## src/rtl/instruction_fetch_pkg.sv

```systemverilog
// Shared types and constants for the MIPS-Lite IF stage: address/instruction widths,
// HALT opcode, fetch FSM states and the IF/ID pipeline register layout.
package instruction_fetch_pkg;

    localparam int unsigned ADDRESSWIDTH = 32;

    typedef logic [31:0] Instruct;

    localparam logic [5:0] OP_HALT   = 6'b010001;
    localparam Instruct    NOP_INSTR = '0;

    typedef enum logic {FETCH_RUN, FETCH_HALTED} fetch_state_e;

    typedef struct packed {
        Instruct                 instr;
        logic [ADDRESSWIDTH-1:0] pc;
        logic [ADDRESSWIDTH-1:0] pc4;
        logic                    valid;
    } ifid_t;

    localparam ifid_t IFID_BUBBLE = '{instr: NOP_INSTR, pc: '0, pc4: '0, valid: 1'b0};

endpackage

```

## src/rtl/instruction_fetch_if.sv

```systemverilog
// Instruction-memory bus between the fetch stage (master) and the combinational
// instructionMemory (slave).
interface instruction_fetch_if;
    import instruction_fetch_pkg::*;

    logic [ADDRESSWIDTH-1:0] imem_addr_o;
    Instruct                 imem_instr_i;

    modport master (output imem_addr_o, input imem_instr_i);
    modport slave  (input imem_addr_o, output imem_instr_i);
endinterface

```

## src/rtl/instruction_fetch_if_id_register.sv

```systemverilog
// IF/ID pipeline register: flush to bubble beats load, otherwise hold.
// Async active-low reset clears it to a bubble.
module if_id_register
    import instruction_fetch_pkg::*;
(
    input  logic  clk,
    input  logic  rst_n,
    input  logic  i_load,
    input  logic  i_flush,
    input  ifid_t i_d,
    output ifid_t o_q
);

    ifid_t r_q;

    always_ff @(posedge clk or negedge rst_n) begin
        if (!rst_n) begin
            r_q <= IFID_BUBBLE;
        end else if (i_flush) begin
            r_q <= IFID_BUBBLE;
        end else if (i_load) begin
            r_q <= i_d;
        end
    end

    assign o_q = r_q;

endmodule

```

## src/rtl/instruction_fetch.sv

```systemverilog
// MIPS-Lite IF stage: PC, RUN/HALTED fetch FSM, redirect/stall priority and IF/ID register.
// Optional FETCH_STATS_EN adds saturating fetch/stall counters.
module instruction_fetch
    import instruction_fetch_pkg::*;
#(
    parameter logic [ADDRESSWIDTH-1:0] RESET_PC    = '0,
    parameter logic [5:0]              HALT_OPCODE = OP_HALT
)(
    input  logic                    clk,
    input  logic                    rst_n,
    input  logic                    stall_i,
    input  logic                    redirect_i,
    input  logic [ADDRESSWIDTH-1:0] redirect_pc_i,
    instruction_fetch_if.master     imem,
    output Instruct                 ifid_instr_o,
    output logic [ADDRESSWIDTH-1:0] ifid_pc_o,
    output logic [ADDRESSWIDTH-1:0] ifid_pc4_o,
    output logic                    ifid_valid_o,
    output logic                    halted_o
`ifdef FETCH_STATS_EN
    ,
    output logic [31:0]             fetch_count_o,
    output logic [31:0]             stall_count_o
`endif
);

    fetch_state_e            r_state;
    fetch_state_e            w_state_next;
    logic [ADDRESSWIDTH-1:0] r_pc;
    logic [ADDRESSWIDTH-1:0] w_pc_next;
    logic [ADDRESSWIDTH-1:0] w_pc4;
    logic [ADDRESSWIDTH-1:0] w_redir_pc;
    logic                    w_load;
    logic                    w_flush;
    ifid_t                   w_ifid_d;
    ifid_t                   w_ifid_q;

    assign w_pc4      = r_pc + ADDRESSWIDTH'(4);
    assign w_redir_pc = redirect_pc_i & ~ADDRESSWIDTH'(3);
    assign w_ifid_d   = '{instr: imem.imem_instr_i, pc: r_pc, pc4: w_pc4, valid: 1'b1};

    always_ff @(posedge clk or negedge rst_n) begin
        if (!rst_n) begin
            r_state <= FETCH_RUN;
            r_pc    <= RESET_PC;
        end else begin
            r_state <= w_state_next;
            r_pc    <= w_pc_next;
        end
    end

    // Redirect outranks stall and HALTED so a wrong-path HALT can always be squashed.
    always_comb begin
        w_state_next = r_state;
        w_pc_next    = r_pc;
        w_load       = 1'b0;
        w_flush      = 1'b0;
        if (redirect_i) begin
            w_pc_next    = w_redir_pc;
            w_flush      = 1'b1;
            w_state_next = FETCH_RUN;
        end else if (stall_i) begin
            w_pc_next = r_pc;
        end else if (r_state == FETCH_RUN) begin
            w_load = 1'b1;
            if (imem.imem_instr_i[31:26] == HALT_OPCODE) begin
                w_state_next = FETCH_HALTED;
            end else begin
                w_pc_next = w_pc4;
            end
        end else begin
            w_flush = 1'b1;
        end
    end

    if_id_register u_ifid (
        .clk     (clk),
        .rst_n   (rst_n),
        .i_load  (w_load),
        .i_flush (w_flush),
        .i_d     (w_ifid_d),
        .o_q     (w_ifid_q)
    );

    assign imem.imem_addr_o = r_pc;
    assign ifid_instr_o     = w_ifid_q.instr;
    assign ifid_pc_o        = w_ifid_q.pc;
    assign ifid_pc4_o       = w_ifid_q.pc4;
    assign ifid_valid_o     = w_ifid_q.valid;
    assign halted_o         = (r_state == FETCH_HALTED);

`ifdef FETCH_STATS_EN
    logic [31:0] r_fetch_count;
    logic [31:0] r_stall_count;

    always_ff @(posedge clk or negedge rst_n) begin
        if (!rst_n) begin
            r_fetch_count <= '0;
            r_stall_count <= '0;
        end else begin
            if (w_load && (r_fetch_count != '1)) begin
                r_fetch_count <= r_fetch_count + 32'd1;
            end
            if (stall_i && !redirect_i && (r_stall_count != '1)) begin
                r_stall_count <= r_stall_count + 32'd1;
            end
        end
    end

    assign fetch_count_o = r_fetch_count;
    assign stall_count_o = r_stall_count;
`endif

endmodule

```

## src/flat_wrapper.sv

```systemverilog
// flat-port wrapper written by rule: the top's interface ports become plain ports
module instruction_fetch_flat import instruction_fetch_pkg::*;
#(
    parameter logic [ADDRESSWIDTH-1:0] RESET_PC    = '0,
    parameter logic [5:0]              HALT_OPCODE = OP_HALT
)
  (clk, rst_n, stall_i, redirect_i, redirect_pc_i, ifid_instr_o, ifid_pc_o, ifid_pc4_o, ifid_valid_o, halted_o, imem_imem_addr_o, imem_imem_instr_i);
  instruction_fetch_if imem_i ();
  input  logic clk;
  input  logic rst_n;
  input  logic stall_i;
  input  logic redirect_i;
  input  logic [ADDRESSWIDTH-1:0] redirect_pc_i;
  output Instruct ifid_instr_o;
  output logic [ADDRESSWIDTH-1:0] ifid_pc_o;
  output logic [ADDRESSWIDTH-1:0] ifid_pc4_o;
  output logic ifid_valid_o;
  output logic halted_o;
  output wire logic [$bits(imem_i.imem_addr_o)-1:0] imem_imem_addr_o;
  input wire logic [$bits(imem_i.imem_instr_i)-1:0] imem_imem_instr_i;
  assign imem_imem_addr_o = imem_i.imem_addr_o;
  assign imem_i.imem_instr_i = imem_imem_instr_i;
  instruction_fetch #(.RESET_PC(RESET_PC), .HALT_OPCODE(HALT_OPCODE)) u_core (.clk(clk), .rst_n(rst_n), .stall_i(stall_i), .redirect_i(redirect_i), .redirect_pc_i(redirect_pc_i), .imem(imem_i), .ifid_instr_o(ifid_instr_o), .ifid_pc_o(ifid_pc_o), .ifid_pc4_o(ifid_pc4_o), .ifid_valid_o(ifid_valid_o), .halted_o(halted_o));
endmodule
```

## config.mk

```make
export PLATFORM = sky130hd
export DESIGN_NAME = instruction_fetch_flat
export DESIGN_NICKNAME = d
export VERILOG_FILES = /design/src/rtl/instruction_fetch_pkg.sv /design/src/rtl/instruction_fetch_if.sv /design/src/rtl/instruction_fetch_if_id_register.sv /design/src/rtl/instruction_fetch.sv /design/src/flat_wrapper.sv
export SDC_FILE = /design/constraint.sdc
export NUM_CORES = 1
export LEC_CHECK = 0
export ABC_AREA = 1
export BUFFER_PORTS_ARGS = -buffer_cell sky130_fd_sc_hd__buf_2
export CAP_MARGIN = 10
export CORE_MARGIN = 3
export CORE_UTILIZATION = 35
export DETAILED_ROUTE_END_ITERATION = 6
export MAX_ROUTING_LAYER = met4
export PLACE_DENSITY = 0.58
export SETUP_SLACK_MARGIN = 0.05
export SLEW_MARGIN = 20
export SYNTH_ARGS = -nofsm -noshare
export SYNTH_HDL_FRONTEND = slang
export SYNTH_SLANG_ARGS = --single-unit
```

## constraint.sdc

```tcl
create_clock -name clk -period 2 [get_ports clk]
set_input_delay 0.2 -clock clk [delete_from_list [all_inputs] [get_ports clk]]
set_output_delay 0.2 -clock clk [all_outputs]
set_load 0.02 [all_outputs]
```

# After elaboration in Yosys (flattened, before gate mapping)

Index checks and enable logic that the tools add are counted.
Widths: inputs -> output; s select.

Bitwise operators: 0
Shifts and indexed selects: 0
$mul: 0
Divide/modulo/power cells: 0
$lt $le $gt $ge: 0
$add $sub $neg: 1
Mux-type cells: 16
Eq/ne operators: 4
Reductions and logical operators: 2

Operator list:

| operator              | count |
|---|---|
| $mux 97               | 2 |
| $mux 32               | 4 |
| $add 32x3->32 const B | 1 |
| $mux 1                | 10 |
| $eq 6x5->1 const B    | 1 |
| $ne 2x2->1 const B    | 2 |
| $reduce_and 3->1      | 1 |
| $ne 2x1->1 const B    | 1 |
| $reduce_bool 2->1     | 1 |

Memories kept: 0
Memory bits (writable): 0
Logic and storage cells: 29
Bits in latches: 0
Bits of input ports: 68
Register bits after elaboration: 130
ROM bits: 0

# Longest topological paths before layout

Word-level depth: 5
Mapped depth: 10

# Modules after synthesis

From an unflattened synthesis, not the netlist that was laid out.

Cell total of the unflattened synthesis: 816
Area total of the unflattened synthesis: 6327.3 um^2

Modules (own cells, without submodules):

| module            | times used | cells an instance | area an instance (um^2) | seq. area each (um^2) |
|---|---|---|---|---|
| if_id_register    | 1          | 421               | 3834.9                  | 2427.3 |
| instruction_fetch | 1          | 395               | 2492.4                  | 775.7 |

# Worst setup path before layout

OpenSTA, ideal clock, no wires.

Kind: reg-to-reg
Start point: register u_core.r_pc[3], in the netlist u_core.imem.imem_addr_o[3]
End point: register u_core.r_pc[24], in the netlist u_core.imem.imem_addr_o[24]
Arrival time: 1.448 ns
Setup time: 0.119 ns
Cell stages (with the launch flop): 9
Path slack: 0.433 ns
Data required time: 1.881 ns
Path buffers: 0
Cell sequence: dfrtp_1 ha_1 nand2_2 nor2_1 nand2_2 nor2_4 nand3_1 nand4_1 nand2_1

Longest elaborated chain between the ends: 5

RTL lines:

| element                  | line                    | text |
|---|---|---|
| start: declaration       | instruction_fetch.sv:29 | `logic [ADDRESSWIDTH-1:0] r_pc;` |
| start signal: assignment | instruction_fetch.sv:48 | `r_pc <= w_pc_next;` |
| $add 32x3->32            | instruction_fetch.sv:38 | `assign w_pc4 = r_pc + ADDRESSWIDTH'(4);` |
| $mux 32                  | instruction_fetch.sv:66 | `if (imem.imem_instr_i[31:26] == HALT_OPCODE) begin` |
| $mux 32                  | instruction_fetch.sv:64 | `end else if (r_state == FETCH_RUN) begin` |
| $mux 32                  | instruction_fetch.sv:62 | `end else if (stall_i) begin` |
| $mux 32                  | instruction_fetch.sv:58 | `if (redirect_i) begin` |

No other way between the ends. The select of a mux whose other input is x is not followed.
A chain may end at the register's enable or synchronous reset.

# Worst setup path after layout

Start point: register u_core.r_pc[3], in the netlist u_core.imem.imem_addr_o[3]
End point: register u_core.r_pc[12], in the netlist u_core.imem.imem_addr_o[12]

Same word-level chain as after synthesis.

==> flow_summary_export.csv <==
group,metric,value,unit
worst_setup_path,r2r_slack,0.34,ns
synthesis,syn-cell-area,0.00586,mm^2
detailed_routing,vias_per_cell,4.75,
power,p_leak,0.00427,uW
worst_setup_path,crit_start,"u_core.imem.imem_addr_o[3]",
global_routing,grt_usage,21.1,%
floorplanning,io_pins,198,
power,power_density,935,mW/mm^2
global_routing,grt_max_degree,74,
worst_setup_path,startpoint_type,"register",
sta,finalCriticalPeriod,1.66,ns
detailed_routing,antenna_left,0,
placement,portBuffers,189,
finish,areaGrowthSynthToFinish,35.4,%
sta,worst_pin_slew,0.637,ns
sta,finalSetupViolCount,0,
worst_setup_path,r2r_start,"u_core.imem.imem_addr_o[3]",
global_routing,grt_overflow_total,0,
clocking,root_buffer,"clkbuf_16",
synthesis,ys_seq_elements,124,
sta,grt_setup_unrepaired,"no",
sta,hold_viol,0,
power,vdd_drop_max,0.596,mV
hold_path,hp-start,"imem_imem_instr_i[21]",
finish,finalNetCount,959,
finish,fillCellCount,1589,
finish,drive_gt1_share,29.4,%
sta,fmax,0.601,GHz
hold_path,hp-class,"input pin to register",
finish,fin_cells,1117,
detailed_routing,drt_pre_antenna_iters,4,
worst_setup_path,crit_fanout,6,
detailed_routing,wirelength,18100,um
run,maxCapViolations,0,
floorplanning,core_area,0.0161,mm^2
clocking,clkTransAtPathRegs,0.05,ns
synthesis,synthCells,676,
detailed_routing,drc,0,
clocking,cts_tree,"yes",
worst_setup_path,worst_setup_path_end_kind,"register",
global_routing,grt_pass1_vias,5298,
global_routing,grt_pass1_wl,29200,um
worst_setup_path,worstPathArrival,1.97,ns
hold_path,min_path_cells,2,
clocking,htree_levels,4,
floorplanning,dieArea,0.0183,mm^2
sta,period_share,83.2,%
clocking,cts_buffers,17,
worst_setup_path,r2r_end,"u_core.imem.imem_addr_o[12]",
detailed_routing,wire_per_inst,16.2,um
sta,relSlewSlack,57.4,%
clocking,ctsResizeCount,0,
finish,final_cell_mix,"nand2_1 (212), buf_2 (188), dfrtp_1 (124), inv_1 (61), o21ai_0 (47)",
finish,layout_commonest_cell,"nand2_1",
clocking,clk_latency,0.42,ns
clocking,cts.sinks,124,
worst_setup_path,crit_required,2.31,ns
placement,dpl.cell_count,1063,
sta,clock_skew,0.00560,ns
synthesis,syn_avg_cell_area,8.66,um^2
finish,diodes,0,
placement,gp_congestion,0.926,
placement,dpl.hpwl,12700,um
floorplanning,die_w,135,um
worst_setup_path,reg2reg_depth,10,
synthesis,yosysSeqAreaShare,53.0,%
sta,fin_setup_tns,0,ns
outcome,status,"finished, final reports clean",
detailed_routing,drt_iter0_drc,362,
global_routing,antenna_found_initial,0,
clocking,cts_setup_buffers,0,
synthesis,yosys_warnings,0,
clocking,cts.path.max_buffers,2,
floorplanning,rows,46,
floorplanning,die_h,135,um
synthesis,synth_cell_type_count,31,
hold_path,hold_path_end,"u_core.u_ifid.o_q[86]",
detailed_routing,vias,5302,
floorplanning,initial_core_util,36.3,%
worst_setup_path,path_class,"register to register",
sta,drv_slew,0,
-- how the worst max path moves through the flow --
stage,to,cells past startpoint
CTS,u_core.imem.imem_addr_o[12],10
global route,u_core.u_ifid.o_q[17],8
detailed placement,u_core.u_ifid.o_q[13],10
floorplan,u_core.imem.imem_addr_o[24],8
finish,u_core.imem.imem_addr_o[12],10
global placement,u_core.imem.imem_addr_o[12],10
-- cells in the mapped netlist, drive strengths merged --
master / instances / area [um^2]
nand3: 36 / 180
a21oi: 3 / 15.0
o21a: 1 / 7.51
xnor2: 1 / 8.76
o211ai: 4 / 30.0
o22ai: 2 / 12.5
dfrtp: 124 / 3100
xor2: 9 / 116
buf: 29 / 158
nand2: 220 / 861
and2: 2 / 12.5
a22o: 32 / 280
a32o: 3 / 30.0
nand4: 25 / 156
clkbuf: 8 / 30.0
inv: 64 / 240
nor2: 52 / 299
conb: 1 / 3.75
ha: 1 / 12.5
o21ai: 59 / 299
-- final cells by class --
cell class | count | area [um^2] | area share, %
clock buffer | 22 | 474 | 5.98
clock inverter | 8 | 140 | 1.77
tap | 216 | 270 | 3.41
inverter | 64 | 240 | 3.03
timing repair buffer | 227 | 1350 | 17.0
multi-input combinational | 456 | 2350 | 29.7
sequential | 124 | 3100 | 39.1
-- registers in the layout, indices dropped and copies added, names as in the netlist --
name                     flops
u_core.halted_o              1
u_core.imem.imem_addr_o     30
u_core.u_ifid.o_q           93
-- logic make-up (layout without fill, tap and decap cells) --
family                     count (synthesis)  in the layout  share of synthesized area [%]
AOI/OAI and AO/OA                        104            104                           11.5
xor gates and xnor gates                  10             10                           2.14
adders and majority gates                  1              1                          0.214
buffers and inverters                    101            321                           7.31
DFF                                      124            124                           53.0
other                                      1              6                         0.0640
and+or+nand+nor                          335            335                           25.8
-- worst max-delay path, cell delays in order (launching register included) --
cell,delay [ns]
dfrtp_1,0.42
ha_1,0.24
nand2_2,0.08
nor2_2,0.17
nand2_4,0.14
nor2_4,0.18
nand2_1,0.08
nand2_1,0.07
nor2_1,0.05
nand2_1,0.07
nand2_1,0.05
-- where the power goes --
group | leakage, uW | switching (uW) | internal [uW]
clock | 0.000306 | 1080 | 2160
combinational | 0.00234 | 834 | 427
sequential | 0.00163 | 193 | 2710
-- layer usage --
metal | part of all wire (%) | wire, um | vias to the layer above | GRT usage [%]
li1 | - | - | 2624 | -
met1 | 47 | 8590 | 2474 | 29.3
met2 | 44 | 8050 | 178 | 30.9
met3 | 5.8 | 1050 | 26 | 4.05
met4 | 2.5 | 457 | 0 | 8.01
met5 | 0 | 0 | - | -
-- timing repair --
action / 4_1_cts / 5_1_grt
endpoints found under the setup margin: 0 / 0
hold buffers: 24 / 0
hold endpoints to repair: 147 / 0
-- stage by stage --
stage          power [uW]  util, %  instance area (um^2)  setup WS (ns)  hold slack (ns)
4_1_cts              7480     49.2                  7930          0.342         0.000944
5_1_grt              7760     49.2                  7930          0.171          0.00581
3_3_place_gp         4170     43.9                  7070          0.361          0.00363
3_5_place_dp         4180     43.9                  7070          0.342          0.00393
2_1_floorplan        3640        -                  5870          0.433          -0.0956
6_report             7410     49.2                  7930          0.337           0.0101
No activity file was read; power rests on OpenSTA's default activity.
